<file path="config.mk">
export PLATFORM = sky130hd
export DESIGN_NAME = dec38_case
export DESIGN_NICKNAME = d
export VERILOG_FILES = /design/src/rtl/dec38_case.sv
export SDC_FILE = /design/constraint.sdc
export NUM_CORES = 1
export LEC_CHECK = 0
export BUFFER_PORTS_ARGS = -buffer_cell sky130_fd_sc_hd__buf_4
export CORE_AREA = 2 2 39 41
export DETAILED_ROUTE_END_ITERATION = 8
export DIE_AREA = 0 0 41 43
export PLACE_DENSITY = 0.57
export SLEW_MARGIN = 10
export SYNTH_ARGS = -nofsm -noshare
export SYNTH_HDL_FRONTEND = slang
export SYNTH_SLANG_ARGS = --single-unit
</file>
<file path="constraint.sdc">
create_clock -name clk -period 6.4 [get_ports clk]
set_clock_uncertainty 0.2 [all_clocks]
set_input_delay 0.32 -clock clk [delete_from_list [all_inputs] [get_ports clk]]
set_output_delay 0.32 -clock clk [all_outputs]
set_load 0.05 [all_outputs]
</file>
<file path="src/rtl/dec38_case.sv">
// dec38_case: registered 8-to-3 one-hot encoder.
// Produces the binary index of the asserted bit of q one clock after sampling.
// It also reports whether q was a legal one-hot code (valid) or had two or
// more bits set (err). Multi-hot inputs resolve to the highest set bit.
module dec38_case (
  input  logic       clk,
  input  logic       rst,
  input  logic [7:0] q,
  output logic [2:0] d,
  output logic       valid,
  output logic       err
);

  // Index of the highest set bit. An all-zero word maps to 0.
  function automatic logic [2:0] msb_index(input logic [7:0] v);
    logic [2:0] r;
    r = 3'd0;
    for (int i = 0; i < 8; i++) begin
      if (v[i]) r = 3'(i);
    end
    return r;
  endfunction

  // Number of set bits in the select word.
  function automatic logic [3:0] ones_count(input logic [7:0] v);
    logic [3:0] n;
    n = 4'd0;
    for (int i = 0; i < 8; i++) begin
      n = n + {3'd0, v[i]};
    end
    return n;
  endfunction

  logic [2:0] idx_p0;
  logic [3:0] ones_p0;
  logic       onehot_p0;
  logic       multi_p0;

  // Stage p0: combinational encode and bit count of the raw input.
  always_comb begin
    idx_p0 = 3'd0;
    case (q)
      8'b0000_0001: idx_p0 = 3'd0;
      8'b0000_0010: idx_p0 = 3'd1;
      8'b0000_0100: idx_p0 = 3'd2;
      8'b0000_1000: idx_p0 = 3'd3;
      8'b0001_0000: idx_p0 = 3'd4;
      8'b0010_0000: idx_p0 = 3'd5;
      8'b0100_0000: idx_p0 = 3'd6;
      8'b1000_0000: idx_p0 = 3'd7;
      // Zero and multi-hot words: MSB priority (zero gives 0).
      default:      idx_p0 = msb_index(q);
    endcase
    ones_p0   = ones_count(q);
    onehot_p0 = (ones_p0 == 4'd1);
    multi_p0  = (ones_p0 >= 4'd2);
  end

  // Stage p1: register index and status; reset overrides the sampled word.
  always_ff @(posedge clk) begin
    if (rst) begin
      d     <= 3'd0;
      valid <= 1'b0;
      err   <= 1'b0;
    end else begin
      d     <= idx_p0;
      valid <= onehot_p0;
      err   <= multi_p0;
    end
  end

endmodule

</file>
Word-level counts from Yosys, hierarchy flattened

Cells that the tools add are included.

Register bits: 5
Output and inout port bits: 5
Logic and storage cells: 28

Add/subtract/negate cells: 7
Magnitude comparators: 1
Eq/ne operators: 9
Mux-type cells: 8

Operator list:

| operator                                                           | count |
|---|---|
| case mux 3 bit (8 select lines)                                    | 1 |
| 2-to-1 mux 3 bit                                                   | 6 |
| adder 4 x 1 -> 4 bit                                               | 4 |
| == test 8 x 1 -> 1 bit (second input constant)                     | 1 |
| == test 8 x 2 -> 1 bit (second input constant)                     | 1 |
| == test 8 x 3 -> 1 bit (second input constant)                     | 1 |
| == test 8 x 4 -> 1 bit (second input constant)                     | 1 |
| == test 8 x 5 -> 1 bit (second input constant)                     | 1 |
| == test 8 x 6 -> 1 bit (second input constant)                     | 1 |
| == test 8 x 7 -> 1 bit (second input constant)                     | 1 |
| == test 8 bit (second input constant)                              | 1 |
| adder 3 x 1 -> 4 bit                                               | 1 |
| == test 4 x 1 -> 1 bit (second input constant)                     | 1 |
| greater-or-equal comparator 4 x 2 -> 1 bit (second input constant) | 1 |
| adder 2 x 1 -> 3 bit                                               | 1 |
| adder 1 x 1 -> 2 bit                                               | 1 |
| 2-to-1 mux 1 bit                                                   | 1 |

Longest topological paths before layout

Gate-level depths: netlist of the first run.

Word-level depth: 8
Mapped depth: 12

Worst setup path before layout of the first run

OpenSTA, ideal clock, no wires.

Path kind: input to register
Start: input q[0]
End: register valid
Data arrival time: 2.767 ns
Data required time: 6.104 ns
Setup slack: 3.337 ns
Stages on the path: 10
Path buffers: 0
Cells stage by stage: inv_1 > fa_1 > fa_1 > fa_1 > inv_1 > ha_1 > inv_1 > fa_1 > inv_1 > nor4b_1

Cells in the longest elaborated chain, start to end: 8

RTL lines:

| what                              | line | text |
|---|---|---|
| start, declared                   | 8    | `input logic [7:0] q,` |
| adder 1 x 1 -> 2 bit              | 29   | `n = n + {3'd0, v[i]};` |
| adder 2 x 1 -> 3 bit              | 29   |  |
| adder 3 x 1 -> 4 bit              | 29   |  |
| adder 4 x 1 -> 4 bit (4 in a row) | 29   |  |
| == test 4 x 1 -> 1 bit            | 55   | `onehot_p0 = (ones_p0 == 4'd1);` |
| end signal, assigned              | 67   | `valid <= onehot_p0;` |
| end, declared                     | 10   | `output logic valid,` |

No other way between the ends.
A chain may end at the register's enable or synchronous reset.

Final worst setup path of the first run

Start: input q[1]
End: register valid

Same word-level chain as after synthesis.

==> results of run 1 <==
## cell type report
type / count / area (sq um)
Multi-Input combinational cell: 39 / 335
Fill cell: 151 / 744
Tap cell: 16 / 20.0
Timing Repair Buffer: 14 / 105
Sequential cell: 5 / 100
Inverter: 14 / 52.6
Clock buffer: 4 / 26.3
## sequential cells by signal, summed over array words and instances, names as in the netlist
register and count:
err 1, valid 1, d 3
## metal layers
layer | track usage (%) | wire (microns)
met1 | 15.2 | 389
met2 | 19.7 | 433
met3 | 1.57 | 41
met4 | 10.0 | 0
met5 | 0 | 0
## per-stage QoR
step                worst slack, ns  area (sq um)  power [uW]
floorplan                      3.34           488        84.3
global placement               3.09           613         103
detailed placement             3.02           613         104
CTS                            3.26           639         140
global route                   3.03           639         154
finish                         3.27           639         138
## layout by cell type, fill, tap and decap left out, types with 2 or more instances in the layout
| cell | Yosys | routed |
|---|---|---|
| nand3b_1 | 2 | 2 |
| a31oi_1 | 3 | 3 |
| inv_1 | 14 | 14 |
| buf_4 | 0 | 14 |
| clkbuf_4 | 0 | 3 |
| dfxtp_1 | 5 | 5 |
| o21ai_0 | 3 | 3 |
| a21oi_1 | 3 | 3 |
| o211ai_1 | 2 | 2 |
| fa_1 | 4 | 4 |
| ha_1 | 6 | 6 |
| nor2_1 | 4 | 4 |
## kinds of logic (layout without fill, tap and decap cells)
group / after synthesis / count (layout)
flip-flops: 5 / 5
XOR/XNOR: 1 / 1
AO/OA/AOI/OAI: 13 / 13
multiplexers: 1 / 1
adder cells (fa/ha/maj): 10 / 10
buffers and inverters: 14 / 32
AND/OR/NAND/NOR: 14 / 14
## power by group through the flow
stage,Sequential (uW),Combinational [uW],Clock [uW]
2_1_floorplan,52.0,32.3,0
3_3_place_gp,37.0,66.4,0
3_5_place_dp,37.0,66.7,0
4_1_cts,36.4,67.0,37.0
5_1_grt,36.9,75.5,41.2
6_report,36.4,66.0,35.8
## cell usage after synthesis (all sizes together)
master	instances	share of area [%]
a22o	1	1.8
nand3	1	1.0
dfxtp	5	21
ha	6	15
nor2	4	3.1
o21ai	4	4.1
inv	14	11
nor2b	1	1.3
nor4b	1	1.8
fa	4	16
nand3b	2	3.1
or4	1	1.5
nor4	1	1.3
a21oi	3	3.1
a31oi	3	3.8
nor3b	1	1.5
nand2	1	0.77
o211ai	2	3.1
and4	1	1.8
mux2i	1	2.1
xor2	1	1.8
## worst max-delay path: cells and delay by family
| kind | cells | cell delay, ns |
|---|---|---|
| adders and majority gates | 5 | 1.90 |
| and+or+nand+nor | 2 | 0.38 |
| buffers and inverters | 4 | 0.35 |
| AOI/OAI and AO/OA | 1 | 0.11 |
## worst min-delay path by stage
stage	slack (ns)	to	from
global route	0.07	d[0]	rst
detailed placement	0.33	d[0]	rst
CTS	0.07	d[1]	rst
floorplan	0.19	d[0]	rst
finish	0.08	d[0]	rst
global placement	0.32	d[1]	rst
==> flow_summary_export.csv, run 1 <==
group,metric,value,unit
global_routing,grt_antenna_before_repair,0,
outcome,status,"completed",
cts,clk_pin_slew,0.04,ns
die,die_y,43,microns
setup_path,cpMostUsedCell,"fa_1",
cts,cts.repair.resized,0,
logic_synthesis,synth.ff_latch_count,5,
place,place_congestion,0.745,
timing,clock.fmax,319,MHz
route,vias,444,
timing,rsz0062_at_grt,"no",
route,wirelength,865,microns
logic_synthesis,synthAdderAreaFrac,31.8,%
logic_synthesis,synthesis.area_per_instance,8.41,sq um
cts,cts_buffer_depth,2,
cts,htreeDepth,1,
setup_path,crit_fanout,4,
route,drt-wirelength-per-cell,9.40,microns
power_and_ir_drop,p_int,84.9,uW
power_and_ir_drop,p_sw_share,38.5,%
timing,finalSetupViolations,0,
timing,finalHoldViolCount,0,
route,ant_nets,0,
flow_run,drv_cap,0,
power_and_ir_drop,pwr-share-seq,26.3,%
power_and_ir_drop,clkPwrFrac,25.9,%
cts,cts.sinks,5,
timing,min_period,3.13,ns
layout,area_growth,31.0,%
global_routing,grtUsageTotal,12.9,%
cts,cts-buffers-inserted,3,
die,fp-row-count,14,
place,portBuffers,14,
min_path,hp-class,"in -> reg",
cts,holdBufCountCts,0,
setup_path,worstSetupStartpointType,"input pin",
logic_synthesis,syn_nets,78,
die,top_level_ports,15,
global_routing,grt_pass1_vias,418,
setup_path,path_cells,"buf_4, inv_1, fa_1, fa_1, fa_1, inv_1, ha_1, inv_1, fa_1, nor2_1, a31oi_1, nor4b_1",
setup_path,cp.arrival,3.06,ns
route,viasPerCell,4.83,
setup_path,cp-endpoint,"valid",
timing,fin_crit_sh,48.9,%
setup_path,crit_path_end_kind,"flip-flop",
timing,drv_slew,0,
timing,slew_headroom,81.3,%
power_and_ir_drop,ir_drop,0.0000844,V
global_routing,grt-ovfl-total,0,
logic_synthesis,synth.distinct_cells,22,
logic_synthesis,synth-compound-area-share,15.9,%
setup_path,slowest_stage,"fa_1",
setup_path,worstSetupPathType,"in -> reg",
die,die_x,41,microns
power_and_ir_drop,combinationalPowerShare,47.8,%
logic_synthesis,netlist_area,488,sq um
place,numPlacedInstances,88,
cts,cts_tree,"yes",
logic_synthesis,synth_top_family_by_area,"adder cells",
logic_synthesis,synthSimpleGateAreaFrac,17.2,%
global_routing,grt_max_degree,8,
logic_synthesis,ys_seq_area_share,20.5,%
power_and_ir_drop,power-per-cell-area,216,nW/um^2
logic_synthesis,synthXorXnorAreaFrac,1.79,%
global_routing,grt_pass1_wl,1570,microns
min_path,min_path_cells,2,
route,drc_errors,0,
timing,timing.hold.ws,0.0783,ns
layout,fin_util,46.2,%
route,drt_iter0_drc,7,
die,die_area,1760,sq um
route,drtPass1Iterations,4,
setup_path,cp-startpoint,"q[1]",
place,dpl.hpwl,730,microns
timing,tns,0,ns
setup_path,slowest_delay,0.51,ns
logic_synthesis,synthMuxAreaShare,2.05,%
cts,cts-root-buf,"clkbuf_4",
cts,post-cts-setup-buffers,0,
layout,nets,97,
power_and_ir_drop,leakagePower,0.000324,uW
setup_path,worstPathRequired,6.33,ns
layout,layoutNonFillerInstCount,92,
logic_synthesis,syn_inst,58,
layout,final_layout_size_suffix_gt1_share,22.4,%
timing,worstMarginPinSlew,0.277,ns
layout,diodes,0,
logic_synthesis,yosysWarnings,0,
die,coreArea,1380,sq um
power_and_ir_drop,p_sw,53.3,uW
die,start_util,35.3,%
Note: power is estimated with default switching activity, not from simulation.
==> run 2: changes to the inputs <==
--- a/config.mk
+++ b/config.mk
@@ -9,7 +9,7 @@
 export CORE_AREA = 2 2 39 41
 export DETAILED_ROUTE_END_ITERATION = 8
 export DIE_AREA = 0 0 41 43
-export PLACE_DENSITY = 0.57
+export PLACE_DENSITY = 0.6
 export SLEW_MARGIN = 10
 export SYNTH_ARGS = -nofsm -noshare
 export SYNTH_HDL_FRONTEND = slang
==> constraint.sdc (replaced) <==
create_clock -name clk -period 2.58 [get_ports clk]
set_clock_uncertainty 0.2 [all_clocks]
set_input_delay 0.129 -clock clk [delete_from_list [all_inputs] [get_ports clk]]
set_output_delay 0.129 -clock clk [all_outputs]
set_load 0.05 [all_outputs]
==> run 2 against run 1 <==
Against the previous run: power rose to 2.8 times the previous value; final cell count rose by 16%; clock power increased by 150%; critical endpoint unchanged; non-clock buffer count increased by 15; sequential power increased by 150%; flip-flop and latch count is the same; first-iteration DRC count increased by 29%; hold slack worse by 0.044 ns; die area stayed put; the flow now finishes with violations (negative setup slack); core utilization increased by 11 points; clock-buffer cell count unchanged.
==> flow_summary_export.csv, run 2 (synthesized netlist as in run 1, its figures left out) <==
group,metric,value,unit
outcome,status,"finished, violations left",
outcome,violations,"negative setup slack",
timing,fin_crit_sh,108,%
layout,mostFrequentLayoutCells,"buf_4 (24), inv_1 (8), inv_2 (5), ha_1 (5), dfxtp_1 (5)",
setup_path,worstSetupPathType,"in -> reg",
cts,clk_pin_slew,0.04,ns
die,coreArea,1380,sq um
route,drt_iter0_drc,9,
die,top_level_ports,15,
setup_path,cp.arrival,2.73,ns
timing,worstMarginPinSlew,0.274,ns
flow_run,drv_cap,0,
timing,drv_slew,0,
cts,cts-root-buf,"clkbuf_4",
route,vias,494,
layout,final_layout_size_suffix_gt1_share,41.8,%
setup_path,worstPathRequired,2.52,ns
layout,seq_area,100,sq um
layout,area_growth,62.8,%
layout,diodes,0,
timing,setup_ws,-0.215,ns
layout,reg_top3,"d x3, err x1, valid x1",
timing,tns,-0.388,ns
route,ant_nets,0,
die,fp-row-count,14,
setup_path,crit_fanout,2,
layout,nets,112,
timing,slew_headroom,81.6,%
route,viasPerCell,4.62,
power_and_ir_drop,leakagePower,0.000394,uW
die,start_util,35.3,%
cts,cts_tree,"yes",
timing,finalHoldViolCount,0,
setup_path,worstSetupStartpointType,"input pin",
layout,nFillCells,130,
setup_path,crit_path_end_kind,"flip-flop",
cts,cts.sinks,5,
setup_path,slowest_stage,"fa_1",
place,dpl.hpwl,798,microns
layout,largest_reg_flops,3,
route,drtPass1Iterations,4,
power_and_ir_drop,power-per-cell-area,490,nW/um^2
layout,final_common_cell,"buf_4",
global_routing,grt_pass1_wl,1770,microns
route,drt-wirelength-per-cell,9.65,microns
cts,htreeDepth,1,
setup_path,slowest_delay,0.54,ns
setup_path,path_cells,"buf_8, inv_4, fa_1, fa_1, fa_1, inv_2, ha_4, inv_2, fa_2, inv_2, nor4b_2",
cts,cts-buffers-inserted,3,
die,die_y,43,microns
global_routing,grt-ovfl-total,0,
timing,rsz0062_at_grt,"yes",
route,wirelength,1030,microns
timing,min_period,2.80,ns
timing,clock.fmax,358,MHz
place,portBuffers,14,
place,place_congestion,0.809,
power_and_ir_drop,ir_drop,0.000213,V
min_path,hp-class,"in -> reg",
place,dp_slack,-0.498,ns
layout,multi_input_area,357,sq um
route,drc_errors,0,
global_routing,grt_antenna_before_repair,0,
die,die_x,41,microns
timing,finalSetupViolations,2,
global_routing,grt_pass1_vias,469,
cts,cts_buffer_depth,2,
layout,top_register,"d",
global_routing,grtUsageTotal,14.2,%
die,die_area,1760,sq um
global_routing,grt_max_degree,7,
run 2: cell count changes in the layout (fill, tap and decap cells not counted), sizes merged:
cell and change:
dlygate4sd3 +3, buf +12
run 2: worst paths after layout:
kind / from / endpoint / slack [ns] / cells after the start
setup / recovery: q[0] / valid / -0.22 / 11
hold / removal: q[2] / d[0] / 0.03 / 3
run 2: final cells by class:
| cell class | instances | share of cell area, % |
|---|---|---|
| Multi-Input combinational cell | 39 | 44.9 |
| Timing Repair Buffer | 29 | 29.8 |
| Sequential cell | 5 | 12.6 |
| Inverter | 14 | 6.93 |
| Clock buffer | 4 | 3.31 |
| Tap cell | 16 | 2.52 |
run 2: repair_timing:
action                                  CTS  global route
hold buffers                              3             0
endpoints found under the setup margin    2             2
endpoints found under the hold margin     5             0
gates resized for setup                  12             2
pin swaps                                 2             0
buffers inserted                          2             1
run 2: worst max-delay path, delay by kind of cell:
family | cells | cell delay, ns
AND/OR/NAND/NOR | 1 | 0.28
adder cells (fa/ha/maj) | 5 | 2.07
buffers and inverters | 5 | 0.26
run 2: routing by layer:
metal	wire (microns)	vias up	GRT usage [%]
met2	532	9	23.4
met4	0	0	8.00
met1	463	225	17.5
met5	0	-	0
li1	-	260	-
met3	37	0	0
run 2: power breakdown:
group	internal (uW)	leakage [uW]	switching, uW
clock network	58.3	0.0000150	29.5
registers	88.1	0.0000418	2.40
logic	95.5	0.000337	115
total	242	0.000394	147
run 2: through the flow:
step | power (uW) | area [sq um] | hold WS (ns) | util [%] | std cells
2_1_floorplan | 209 | 488 | -0.00193 | - | 58
3_3_place_gp | 268 | 681 | 0.133 | 49.2 | 97
3_5_place_dp | 270 | 681 | 0.133 | 49.2 | 97
4_1_cts | 383 | 777 | 0.0141 | 56.1 | 106
5_1_grt | 427 | 795 | 0.0392 | 57.4 | 107
6_report | 389 | 795 | 0.0340 | 57.4 | 107
==> run 3: changes to the inputs <==
--- a/config.mk
+++ b/config.mk
@@ -5,6 +5,7 @@
 export SDC_FILE = /design/constraint.sdc
 export NUM_CORES = 1
 export LEC_CHECK = 0
+export ABC_CLOCK_PERIOD_IN_PS = 2580
 export BUFFER_PORTS_ARGS = -buffer_cell sky130_fd_sc_hd__buf_4
 export CORE_AREA = 2 2 39 41
 export DETAILED_ROUTE_END_ITERATION = 8
@@ -14,3 +15,4 @@
 export SYNTH_ARGS = -nofsm -noshare
 export SYNTH_HDL_FRONTEND = slang
 export SYNTH_SLANG_ARGS = --single-unit
+export TNS_END_PERCENT = 20
==> run 3 against run 2 <==
Against the previous run: the run still ends with negative setup slack left; final cell count shrank 1.9%; first-iteration DRC count decreased by 67%; maximum frequency shrank 1.0%; combinational power decreased by 10%; core utilization is 2.5 points lower; global-route usage rose by 0.92 points; via count is 1.2% higher; sequential power about the same; cell area down 4.4%.
==> flow_summary_export.csv, run 3 (synthesized netlist as in run 1, its figures left out) <==
group,metric,value,unit
layout,multi_input_area,347,sq um
timing,worstMarginPinSlew,0.286,ns
global_routing,grt_max_degree,7,
setup_path,slowest_delay,0.55,ns
die,top_level_ports,15,
route,drtPass1Iterations,2,
timing,finalHoldViolCount,0,
layout,final_layout_size_suffix_gt1_share,34.8,%
outcome,violations,"negative setup slack",
min_path,min_path_cells,3,
setup_path,worstPathRequired,2.57,ns
setup_path,crit_path_end_kind,"flip-flop",
layout,reg_top3,"d x3, err x1, valid x1",
power_and_ir_drop,p_sw_share,39.1,%
cts,cts_tree,"yes",
route,drc_errors,0,
flow_run,drv_cap,0,
die,die_x,41,microns
route,drt_iter0_drc,3,
route,wirelength,1030,microns
layout,area_growth,55.6,%
route,viasPerCell,4.76,
timing,setup_ws,-0.244,ns
power_and_ir_drop,clkPwrFrac,24.6,%
timing,drv_slew,0,
route,ant_nets,0,
timing,rsz0062_at_grt,"yes",
layout,nets,110,
die,start_util,35.3,%
setup_path,slowest_stage,"fa_1",
timing,min_period,2.82,ns
min_path,holdPathEnd,"valid",
power_and_ir_drop,leakagePower,0.000386,uW
route,drt-wirelength-per-cell,9.81,microns
power_and_ir_drop,p_sw,145,uW
outcome,status,"finished, violations left",
layout,diodes,0,
setup_path,cp.arrival,2.81,ns
die,die_area,1760,sq um
timing,timing.hold.ws,0.166,ns
timing,slew_headroom,80.8,%
cts,cts_buffer_depth,2,
layout,largest_reg_flops,3,
cts,cts.sinks,5,
setup_path,worstSetupPathType,"in -> reg",
place,dpl.hpwl,858,microns
layout,seq_area,100,sq um
layout,fin_util,54.9,%
global_routing,grt_pass1_wl,1840,microns
global_routing,grt_pass1_vias,464,
layout,final_common_cell,"buf_4",
global_routing,grt_antenna_before_repair,0,
layout,top_register,"d",
setup_path,crit_fanout,2,
power_and_ir_drop,pwr-share-seq,24.4,%
global_routing,grtUsageTotal,15.1,%
setup_path,path_cells,"buf_4, inv_1, fa_1, fa_1, fa_1, inv_1, ha_2, inv_1, fa_2, nor2b_1, a31oi_1, nor2_1, nor2_1",
cts,cts-buffers-inserted,3,
cts,cts-root-buf,"clkbuf_4",
timing,clock.fmax,354,MHz
global_routing,grt-ovfl-total,0,
min_path,hp-class,"in -> reg",
power_and_ir_drop,power-per-cell-area,488,nW/um^2
die,fp-row-count,14,
power_and_ir_drop,ir_drop,0.000157,V
timing,fin_crit_sh,109,%
layout,nFillCells,139,
cts,clk_pin_slew,0.05,ns
place,portBuffers,14,
cts,htreeDepth,1,
power_and_ir_drop,p_int,225,uW
min_path,hp-start,"q[2]",
route,vias,500,
die,coreArea,1380,sq um
die,die_y,43,microns
power_and_ir_drop,combinationalPowerShare,51.1,%
timing,finalSetupViolations,2,
place,place_congestion,0.754,
setup_path,worstSetupStartpointType,"input pin",
layout,mostFrequentLayoutCells,"buf_4 (23), inv_1 (13), ha_1 (5), dfxtp_1 (5)",
## run 3: cell count changes in the layout (fill, tap and decap cells not counted), sizes merged
cell	before	now
clkbuf	4	3
buf	26	23
dlygate4sd3	3	4
clkinv	0	1
## run 3: what timing repair did
item | 4_1_cts | 5_1_grt
resized for setup | 0 | 4
hold endpoints to repair | 5 | 2
hold buffers | 3 | 1
setup endpoints to repair | 2 | 2
buffers inserted | 0 | 0
## run 3: final cells by class
type                            instances  share of cell area, %
Clock buffer                            3                   2.97
Clock inverter                          1                  0.659
Inverter                               14                   6.92
Multi-Input combinational cell         39                   45.6
Sequential cell                         5                   13.2
Tap cell                               16                   2.64
Timing Repair Buffer                   27                   28.0
## run 3: through the flow
step,total power [uW],cells,setup TNS [ns],worst slack (ns),area [sq um]
3_3_place_gp,265,97,-0.934,-0.477,681
2_1_floorplan,209,58,-0.571,-0.292,488
5_1_grt,408,105,-0.790,-0.431,759
3_5_place_dp,269,97,-1.02,-0.519,681
6_report,370,105,-0.474,-0.244,759
4_1_cts,367,104,-0.510,-0.265,738
## run 3: metal layers
metal,wire [microns],global-route usage (%),up-vias,share of wire (%)
met3,43,1.57,2,4.2
met5,0,0,-,0
met4,17,8.00,0,1.7
met2,546,25.3,11,53
met1,423,17.5,231,41
li1,-,-,256,-
## run 3: power groups by stage
stage | Combinational, uW | Clock (uW) | Sequential (uW)
floorplan | 80.0 | 0 | 129
global placement | 173 | 0 | 92.0
detailed placement | 177 | 0 | 91.7
CTS | 182 | 94.9 | 90.3
global route | 214 | 102 | 91.5
finish | 189 | 90.9 | 90.2
## run 3: how the worst max path moves through the flow
stage	startpoint	to	depth (start not counted)
after global routing	q[0]	err	13
after floorplan	q[0]	valid	10
after CTS	q[1]	valid	12
after global placement	q[1]	valid	12
after detailed placement	q[1]	valid	12
final	q[0]	err	13
## run 3: critical path, delay by kind of cell
family | cells | cell delay [ns]
compound gates | 1 | 0.22
fa+ha+maj | 5 | 1.92
buf+inv | 4 | 0.24
simple gates | 3 | 0.28
